[src/rtl/mux_scan_sequencer.sv]
// Upstream driver/checker for a 16:1 mux tree: drives one word on D, sweeps S 0..15 and
// rebuilds the word from one mux output. Optional out_par output: define MUX_SCAN_PARITY_EN.
module mux_scan_sequencer #(
    parameter int unsigned SEL_W  = 4,
    parameter int unsigned DATA_W = 16,
    parameter int unsigned MODE   = 0,
    parameter int unsigned SETTLE = 1
) (
    input  logic              clk,
    input  logic              rst_n,
    input  logic              in_valid,
    output logic              in_ready,
    input  logic [DATA_W-1:0] in_data,
    output logic [SEL_W-1:0]  sel,
    output logic [DATA_W-1:0] dat,
    input  logic              m2,
    input  logic              m4,
    input  logic              m8,
    input  logic              m16,
    output logic              out_valid,
    input  logic              out_ready,
    output logic [DATA_W-1:0] out_data,
    output logic              out_err
`ifdef MUX_SCAN_PARITY_EN
    ,
    output logic              out_par
`endif
);

    // Out-of-range MODE falls back to the full 16-lane (M16) check.
    localparam int unsigned      LANES       = (MODE <= 3) ? (DATA_W >> MODE) : DATA_W;
    localparam logic [SEL_W-1:0] LANE_MASK   = SEL_W'(LANES - 1);
    localparam logic [SEL_W-1:0] SEL_LAST    = SEL_W'(DATA_W - 1);
    localparam logic [2:0]       SETTLE_LAST = 3'((SETTLE > 1) ? SETTLE - 1 : 0);

    typedef enum logic [1:0] {
        S_IDLE,
        S_DRIVE,
        S_SAMPLE,
        S_DONE
    } state_e;

    state_e            state_q;
    logic [SEL_W-1:0]  sel_q;
    logic [DATA_W-1:0] dat_q;
    logic [2:0]        cnt_q;
    logic              err_q;
    logic [DATA_W-1:0] cap_q;
    logic              out_valid_q;
    logic [DATA_W-1:0] out_data_q;
    logic              out_err_q;

    logic chk_bit;
    logic exp_bit;
    logic accept;
    logic unused_mux;

    generate
        case (MODE)
            1:       begin : g_m8  assign chk_bit = m8;  end
            2:       begin : g_m4  assign chk_bit = m4;  end
            3:       begin : g_m2  assign chk_bit = m2;  end
            default: begin : g_m16 assign chk_bit = m16; end
        endcase
    endgenerate

    assign unused_mux = &{1'b0, m2, m4, m8, m16};
    assign exp_bit    = dat_q[sel_q & LANE_MASK];
    assign accept     = in_valid && (state_q == S_IDLE);

    for (genvar i = 0; i < DATA_W; i++) begin : g_cap
        // NOTE: capture bits are plain flops, so they are reset; an abandoned sweep must not leak partial bits.
        always_ff @(posedge clk or negedge rst_n) begin
            if (!rst_n) begin
                cap_q[i] <= 1'b0;
            end else if (accept) begin
                cap_q[i] <= 1'b0;
            end else if (state_q == S_SAMPLE && sel_q == SEL_W'(i)) begin
                cap_q[i] <= chk_bit;
            end
        end
    end

`ifdef MUX_SCAN_PARITY_EN
    logic out_par_q;
`endif

    // NOTE: non-blocking assignments so every register sees pre-edge values of the others.
    always_ff @(posedge clk or negedge rst_n) begin
        if (!rst_n) begin
            state_q     <= S_IDLE;
            sel_q       <= '0;
            dat_q       <= '0;
            cnt_q       <= '0;
            err_q       <= 1'b0;
            out_valid_q <= 1'b0;
            out_data_q  <= '0;
            out_err_q   <= 1'b0;
`ifdef MUX_SCAN_PARITY_EN
            out_par_q   <= 1'b0;
`endif
        end else begin
            case (state_q)
                S_IDLE: begin
                    if (in_valid) begin
                        dat_q   <= in_data;
                        sel_q   <= '0;
                        err_q   <= 1'b0;
                        cnt_q   <= '0;
                        state_q <= S_DRIVE;
                    end
                end
                // DRIVE lasts at least one cycle, so SETTLE=0 and SETTLE=1 time identically.
                S_DRIVE: begin
                    if (cnt_q == SETTLE_LAST) begin
                        cnt_q   <= '0;
                        state_q <= S_SAMPLE;
                    end else begin
                        cnt_q <= cnt_q + 3'd1;
                    end
                end
                S_SAMPLE: begin
                    if (chk_bit != exp_bit) begin
                        err_q <= 1'b1;
                    end
                    if (sel_q == SEL_LAST) begin
                        state_q <= S_DONE;
                    end else begin
                        sel_q   <= sel_q + 1'b1;
                        state_q <= S_DRIVE;
                    end
                end
                // First DONE cycle publishes the result, since the last capture bit lands on DONE entry.
                S_DONE: begin
                    if (!out_valid_q) begin
                        out_valid_q <= 1'b1;
                        out_data_q  <= cap_q;
                        out_err_q   <= err_q;
`ifdef MUX_SCAN_PARITY_EN
                        out_par_q   <= ^cap_q;
`endif
                    end else if (out_ready) begin
                        out_valid_q <= 1'b0;
                        state_q     <= S_IDLE;
                    end
                end
                default: state_q <= S_IDLE;
            endcase
        end
    end

    assign in_ready  = (state_q == S_IDLE);
    assign sel       = sel_q;
    assign dat       = dat_q;
    assign out_valid = out_valid_q;
    assign out_data  = out_data_q;
    assign out_err   = out_err_q;
`ifdef MUX_SCAN_PARITY_EN
    assign out_par   = out_par_q;
`endif

endmodule

[config.mk]
export PLATFORM = sky130hd
export DESIGN_NAME = mux_scan_sequencer
export DESIGN_NICKNAME = d
export VERILOG_FILES = /design/src/rtl/mux_scan_sequencer.sv
export SDC_FILE = /design/constraint.sdc
export NUM_CORES = 1
export LEC_CHECK = 0
export ABC_AREA = 1
export BUFFER_PORTS_ARGS = -buffer_cell sky130_fd_sc_hd__clkbuf_2
export CAP_MARGIN = 20
export CORE_ASPECT_RATIO = 1.5
export CORE_UTILIZATION = 35
export DETAILED_ROUTE_END_ITERATION = 7
export SLEW_MARGIN = 30
export SYNTH_ARGS = -nofsm -noshare
export SYNTH_HDL_FRONTEND = slang
export SYNTH_SLANG_ARGS = --single-unit
export TNS_END_PERCENT = 100
[constraint.sdc]
create_clock -name clk -period 4 [get_ports clk]
set_input_delay 0.8 -clock clk [delete_from_list [all_inputs] [get_ports clk]]
set_output_delay 0.8 -clock clk [all_outputs]
set_load 0.01 [all_outputs]
==> reports/results.ini, run 1 <==
[run_status]
outcome = completed

[route]
drt-vias-per-instance = 4.51
drt_first_iter_violations = 65
firstDrtPassIters = 4
wl_um = 5840
ant_nets = 0
wl_per_cell_um = 11.6
drc_errors = 0
vias = 2275

[yosys]
ys_seq_elements = 60
yosysSeqAreaShare_pct = 52.7
yosys.area.top_type = dfrtp_1
synth.area.top_cells = dfrtp_1 53%, nand2_1 10%, inv_1 7.9%, o21ai_0 6.7%, a21oi_1 3.3%
synth_ff_type = dfrtp_1
syn-cell-area_mm2 = 0.00285
postSynthCellCount = 335
synth_top_area_share_pct = 52.7
synthArstFlopShare_pct = 100
synth_fp_nets = 365
synth-edff-count = 0
synth_cell_types = 26
yosys-top-cells-count = 77 x nand2_1, 60 x dfrtp_1, 60 x inv_1, 38 x o21ai_0, 19 x a21oi_1
yosys_warnings = 0
avgSynthCellArea_um2 = 8.51
yosys.cell_count.top_type = nand2_1

[sta]
finalSetupTns_ns = 0
slew_violations = 0
relSlewSlack_pct = 58.1
fmax_mhz = 501
fin_crit_sh_pct = 49.9
rsz0062_at_grt = false
worstMarginPinSlew_ns = 0.628
hold_viol_final = 0
finalSetupViolCount = 0
fin_skew_ns = 0.00524
layout_min_cycle_time_ns = 2.00

[global_routing]
grt_pass1_wl_um = 9930
grt_pass1_vias = 2123
grt_max_degree = 47
overflow = 0
track_usage_pct = 15.8
antenna_found_initial = 0

[min_path]
holdCritPathClass = flop to flop

[clocking]
cts-resized-gates = 0
numCtsBuffers = 9
htreeDepth = 3
clk_latency_ns = 0.32
path_clk_slew_ns = 0.05
cts.sinks = 60
clock_path_buffers = 2
tritoncts = built
cts.hold.buffers_added = 0
cts_root_buf = clkbuf_16
cts_setup_buffers = 0

[worst_setup_path]
critPathCaptureType = primary output
crit_path_top_delay_cell = dfrtp_1
path_class = flop to primary output
cp_cell_sequence = clkbuf_2
path_delay_family = flip-flops
start_kind = flop
crit_arrival_ns = 1.20
worst-path-buf-inv = 1
crit_path_max_fanout = 15
cpPeakStageDelay_ns = 0.64
critPathRequiredTime_ns = 3.20

[floorplanning]
rows = 40
fp.dieArea_mm2 = 0.00852
ios = 63
start_util_pct = 35.8
coreArea_mm2 = 0.00796
die_h_um = 113
die_x_um = 75.7

[placement]
port_buffers = 59
gp_congestion = 0.742
hpwl_um = 4270

[cells_and_area]
drive_gt1_share_pct = 24.1
regArea_mm2 = 0.00150
n_antenna_cell = 0
area_delta_synth_final_pct = 21.9
multi_input_area_mm2 = 0.00103
fillerInstances = 830
fin_nets = 425

[flow_run]
maxCapViolations = 0

[pwr]
p_leak_uw = 0.00189
power_uw = 2830
power_density_mw_per_mm2 = 815
ir_drop_v = 0.000299

## cell usage in the layout, fill, tap and decap left out, types with 2 or more instances in the layout
cell type	netlist	final
nand2_1	77	77
inv_1	60	60
dfrtp_1	60	60
clkbuf_2	1	58
o21ai_0	38	38
a21oi_1	19	19
nor2_1	15	15
nand3_1	12	12
clkbuf_16	0	9
o21ai_2	8	8
ha_1	6	6
o21ai_1	5	5
nor2_2	4	4
a31oi_1	4	4
mux2_2	4	4
nand2_4	3	3
nand2_2	2	2
nor3_1	2	2
clkinv_2	0	2
clkbuf_8	0	2
clkbuf_1	2	2
## where the power goes
| part | switching, µW | total [µW] | internal (µW) |
|---|---|---|---|
| sequential | 166 | 1040 | 878 |
| combinational | 684 | 1090 | 406 |
| clock | 250 | 697 | 446 |
## final timing paths
path / depth (start not counted) / from / endpoint / slack [ns]
max: 1 / sel[0]$_DFFE_PN0P_ / sel[0] / 2.00
min: 2 / out_data[11]$_DFFE_PN0P_ / out_data[11]$_DFFE_PN0P_ / 0.48
max reg2reg: 6 / sel[0]$_DFFE_PN0P_ / cap_q[10]$_DFFE_PN0P_ / 2.05
min reg2reg: 2 / out_data[11]$_DFFE_PN0P_ / out_data[11]$_DFFE_PN0P_ / 0.48
max in group asynchronous: 2 / rst_n / cnt_q[1]$_DFFE_PN0P_ / 2.84
min in group asynchronous: 1 / rst_n / out_data[10]$_DFFE_PN0P_ / 0.51
## state kept, by name (all words and copies together), names as in the netlist
name	cells
cap_q	16
dat	16
out_data	16
sel	4
cnt_q	3
state_q	2
err_q	1
out_err	1
out_valid	1
## metal layers
layer,vias up,GRT usage (%),routed length (µm)
li1,1172,-,-
met1,1029,18.3,2480
met2,61,25.7,2960
met3,13,4.13,243
met4,0,8.89,158
met5,-,0,0
## cells by family after synthesis
| group | count (synthesis) | share of synthesized area, % |
|---|---|---|
| adders and majority gates | 6 | 2.63 |
| DFF | 60 | 52.7 |
| AOI/OAI and AO/OA | 75 | 14.5 |
| and+or+nand+nor | 116 | 17.3 |
| muxes | 4 | 1.58 |
| buffers and inverters | 74 | 11.3 |
## final cells by class
type / count / area share, %
flip-flops and latches: 60 / 43.2
multi-input cells: 201 / 29.6
repair buffers: 60 / 8.78
clock buffers: 13 / 7.49
inverters: 63 / 6.88
well taps: 105 / 3.78
clock inverters: 2 / 0.288
## stage by stage
step                hold slack [ns]  util (%)  area [µm²]  setup slack (ns)  instances
CTS                           0.487      43.7        3480              1.97        504
detailed placement            0.474      40.3        3210              1.83        489
global route                  0.515      43.7        3480              1.84        504
finish                        0.479      43.7        3480              2.00        504
global placement              0.465      40.3        3200              1.84        489
floorplan                     0.445         -        2850              2.54        335
## worst reg2reg max path, cell delays in order, from the launching register on
cell      delay, ns
dfrtp_1        0.64
clkinv_1       0.41
ha_1           0.34
nand2_1        0.10
o21ai_0        0.13
a21oi_1        0.18
inv_1          0.05
(Power assumes the default switching activity.)
==> run 2: changes to the inputs <==
clock period = 2 ns   (was 4 ns; I/O delays follow)
==> reports/results.ini, run 2 (synthesis results as in run 1) <==
[run_status]
outcome = completed

[min_path]
holdCritPathClass = input pin to asynchronous set/reset pin

[sta]
layout_min_cycle_time_ns = 1.58
worstMarginPinSlew_ns = 0.451  ; -0.178 ns
slew_violations = 0  ; unchanged
fin_skew_ns = 0.00200  ; -0.00323 ns
finalSetupViolCount = 0  ; unchanged
finalSetupTns_ns = 0  ; unchanged
rsz0062_at_grt = false
relSlewSlack_pct = 70.0  ; +12 points
holdWs_ns = 0.00872  ; -0.470 ns
fin_crit_sh_pct = 78.9
fmax_mhz = 633
hold_viol_final = 0  ; unchanged

[placement]
hpwl_um = 4510  ; +5.8%
port_buffers = 59  ; unchanged
gp_congestion = 0.730  ; -1.7%

[pwr]
ir_drop_v = 0.000624  ; +110%
p_int_uw = 3540  ; +100%
power_switching_uw = 2200  ; +100%
comb_power_share_pct = 39.8  ; +1.3 points
p_seq_share_pct = 35.7  ; -1.2 points
power_density_mw_per_mm2 = 1620  ; +99%
clkPwrFrac_pct = 24.5  ; about the same
swShare_pct = 38.4  ; -0.51 points
p_leak_uw = 0.00193  ; +2.3%

[route]
drt_first_iter_violations = 96  ; +48%
wl_um = 5880  ; +0.70%
drt-vias-per-instance = 4.47  ; -1.0%
firstDrtPassIters = 4  ; unchanged
vias = 2278  ; +0.13%
ant_nets = 0  ; unchanged
wl_per_cell_um = 11.5  ; -0.48%
drc_errors = 0  ; unchanged

[cells_and_area]
regArea_mm2 = 0.00150  ; unchanged
fillerInstances = 809  ; -2.5%
area_delta_synth_final_pct = 24.3
n_antenna_cell = 0  ; unchanged
fin_nets = 432  ; +1.6%
multi_input_area_mm2 = 0.00103  ; unchanged
drive_gt1_share_pct = 25.7  ; +1.6 points
final_cell_mix = 77 x nand2_1, 60 x inv_1, 60 x dfrtp_1
layout_commonest_cell = nand2_1

[clocking]
path_clk_slew_ns = 0.05  ; about the same
cts.hold.buffers_added = 0  ; unchanged
tritoncts = built
numCtsBuffers = 9  ; unchanged
cts_setup_buffers = 0  ; unchanged
clock_path_buffers = 2  ; unchanged
cts_root_buf = clkbuf_16
clk_latency_ns = 0.33  ; about the same
cts.sinks = 60  ; unchanged
cts-resized-gates = 0  ; unchanged
htreeDepth = 3  ; unchanged

[floorplanning]
coreArea_mm2 = 0.00796  ; unchanged
start_util_pct = 35.8  ; unchanged
ios = 63  ; unchanged
die_h_um = 113  ; unchanged
rows = 40  ; unchanged
fp.dieArea_mm2 = 0.00852  ; unchanged
die_x_um = 75.7  ; unchanged

[global_routing]
antenna_found_initial = 0  ; unchanged
track_usage_pct = 16.3  ; +0.50 points
grt_pass1_vias = 2211  ; +4.1%
overflow = 0  ; unchanged
grt_pass1_wl_um = 10200  ; +2.6%
grt_max_degree = 33  ; -30%

[worst_setup_path]
start_kind = flop
crit_arrival_ns = 1.80  ; +0.60 ns
critPathCaptureType = flop
path_class = flop to flop
crit_path_max_fanout = 10  ; -5
critPathRequiredTime_ns = 2.22  ; -0.98 ns

[flow_run]
maxCapViolations = 0  ; unchanged

==> run 2: worst max-delay path: stages, from the launching register on <==
cell and delay [ns]:
dfrtp_1 0.42, clkinv_1 0.29, ha_1 0.32, nand2_1 0.10
o21ai_0 0.12, a21oi_1 0.17, inv_1 0.05
==> run 2: power by group through the flow <==
| stage | combinational [µW] | clock (µW) | sequential [µW] |
|---|---|---|---|
| 6_report | 2290 | 1410 | 2050 |
| 5_1_grt | 2670 | 1510 | 2120 |
| 4_1_cts | 2340 | 1460 | 2060 |
| 3_5_place_dp | 2320 | 0 | 2080 |
| 3_3_place_gp | 2270 | 0 | 2050 |
| 2_1_floorplan | 1450 | 0 | 2190 |
==> run 2: area by class of cell <==
type,count,area share [%]
Sequential cell,60,42.4
Multi-Input combinational cell,201,29.0
Timing Repair Buffer,67,10.4
Clock buffer,12,7.52
Inverter,63,6.74
Tap cell,105,3.71
Clock inverter,2,0.282
==> run 2: per-stage QoR <==
step	util [%]	total power [µW]	instances	instance area, µm²	setup WS [ns]
after CTS	44.5	5860	510	3540	0.402
after floorplan	-	3650	335	2850	0.588
final	44.5	5750	510	3540	0.421
after global placement	41.1	4320	496	3270	0.421
after detailed placement	41.1	4400	496	3270	0.421
after global routing	44.5	6300	510	3540	0.218
==> run 2: metal layers <==
metal,up-vias,global-route usage (%),share of wire (%)
li1,1179,-,-
met1,1034,18.0,40
met2,51,27.5,53
met3,14,4.67,4.3
met4,0,8.52,2.6
met5,-,0,0
==> run 2: path summary, 6_finish.rpt <==
path,end,slack [ns],startpoint,cells after the start
worst max-delay path,cap_q[10]$_DFFE_PN0P_,0.42,sel[0]$_DFFE_PN0P_,6
worst min-delay path,out_data[7]$_DFFE_PN0P_,0.009,rst_n,1
worst max register to register,cap_q[10]$_DFFE_PN0P_,0.42,sel[0]$_DFFE_PN0P_,6
worst min register to register,out_data[2]$_DFFE_PN0P_,0.48,out_data[2]$_DFFE_PN0P_,2
max in group asynchronous,dat[15]$_DFFE_PN0P_,1.42,rst_n,2
min in group clk,dat[12]$_DFFE_PN0P_,0.28,in_data[12],3
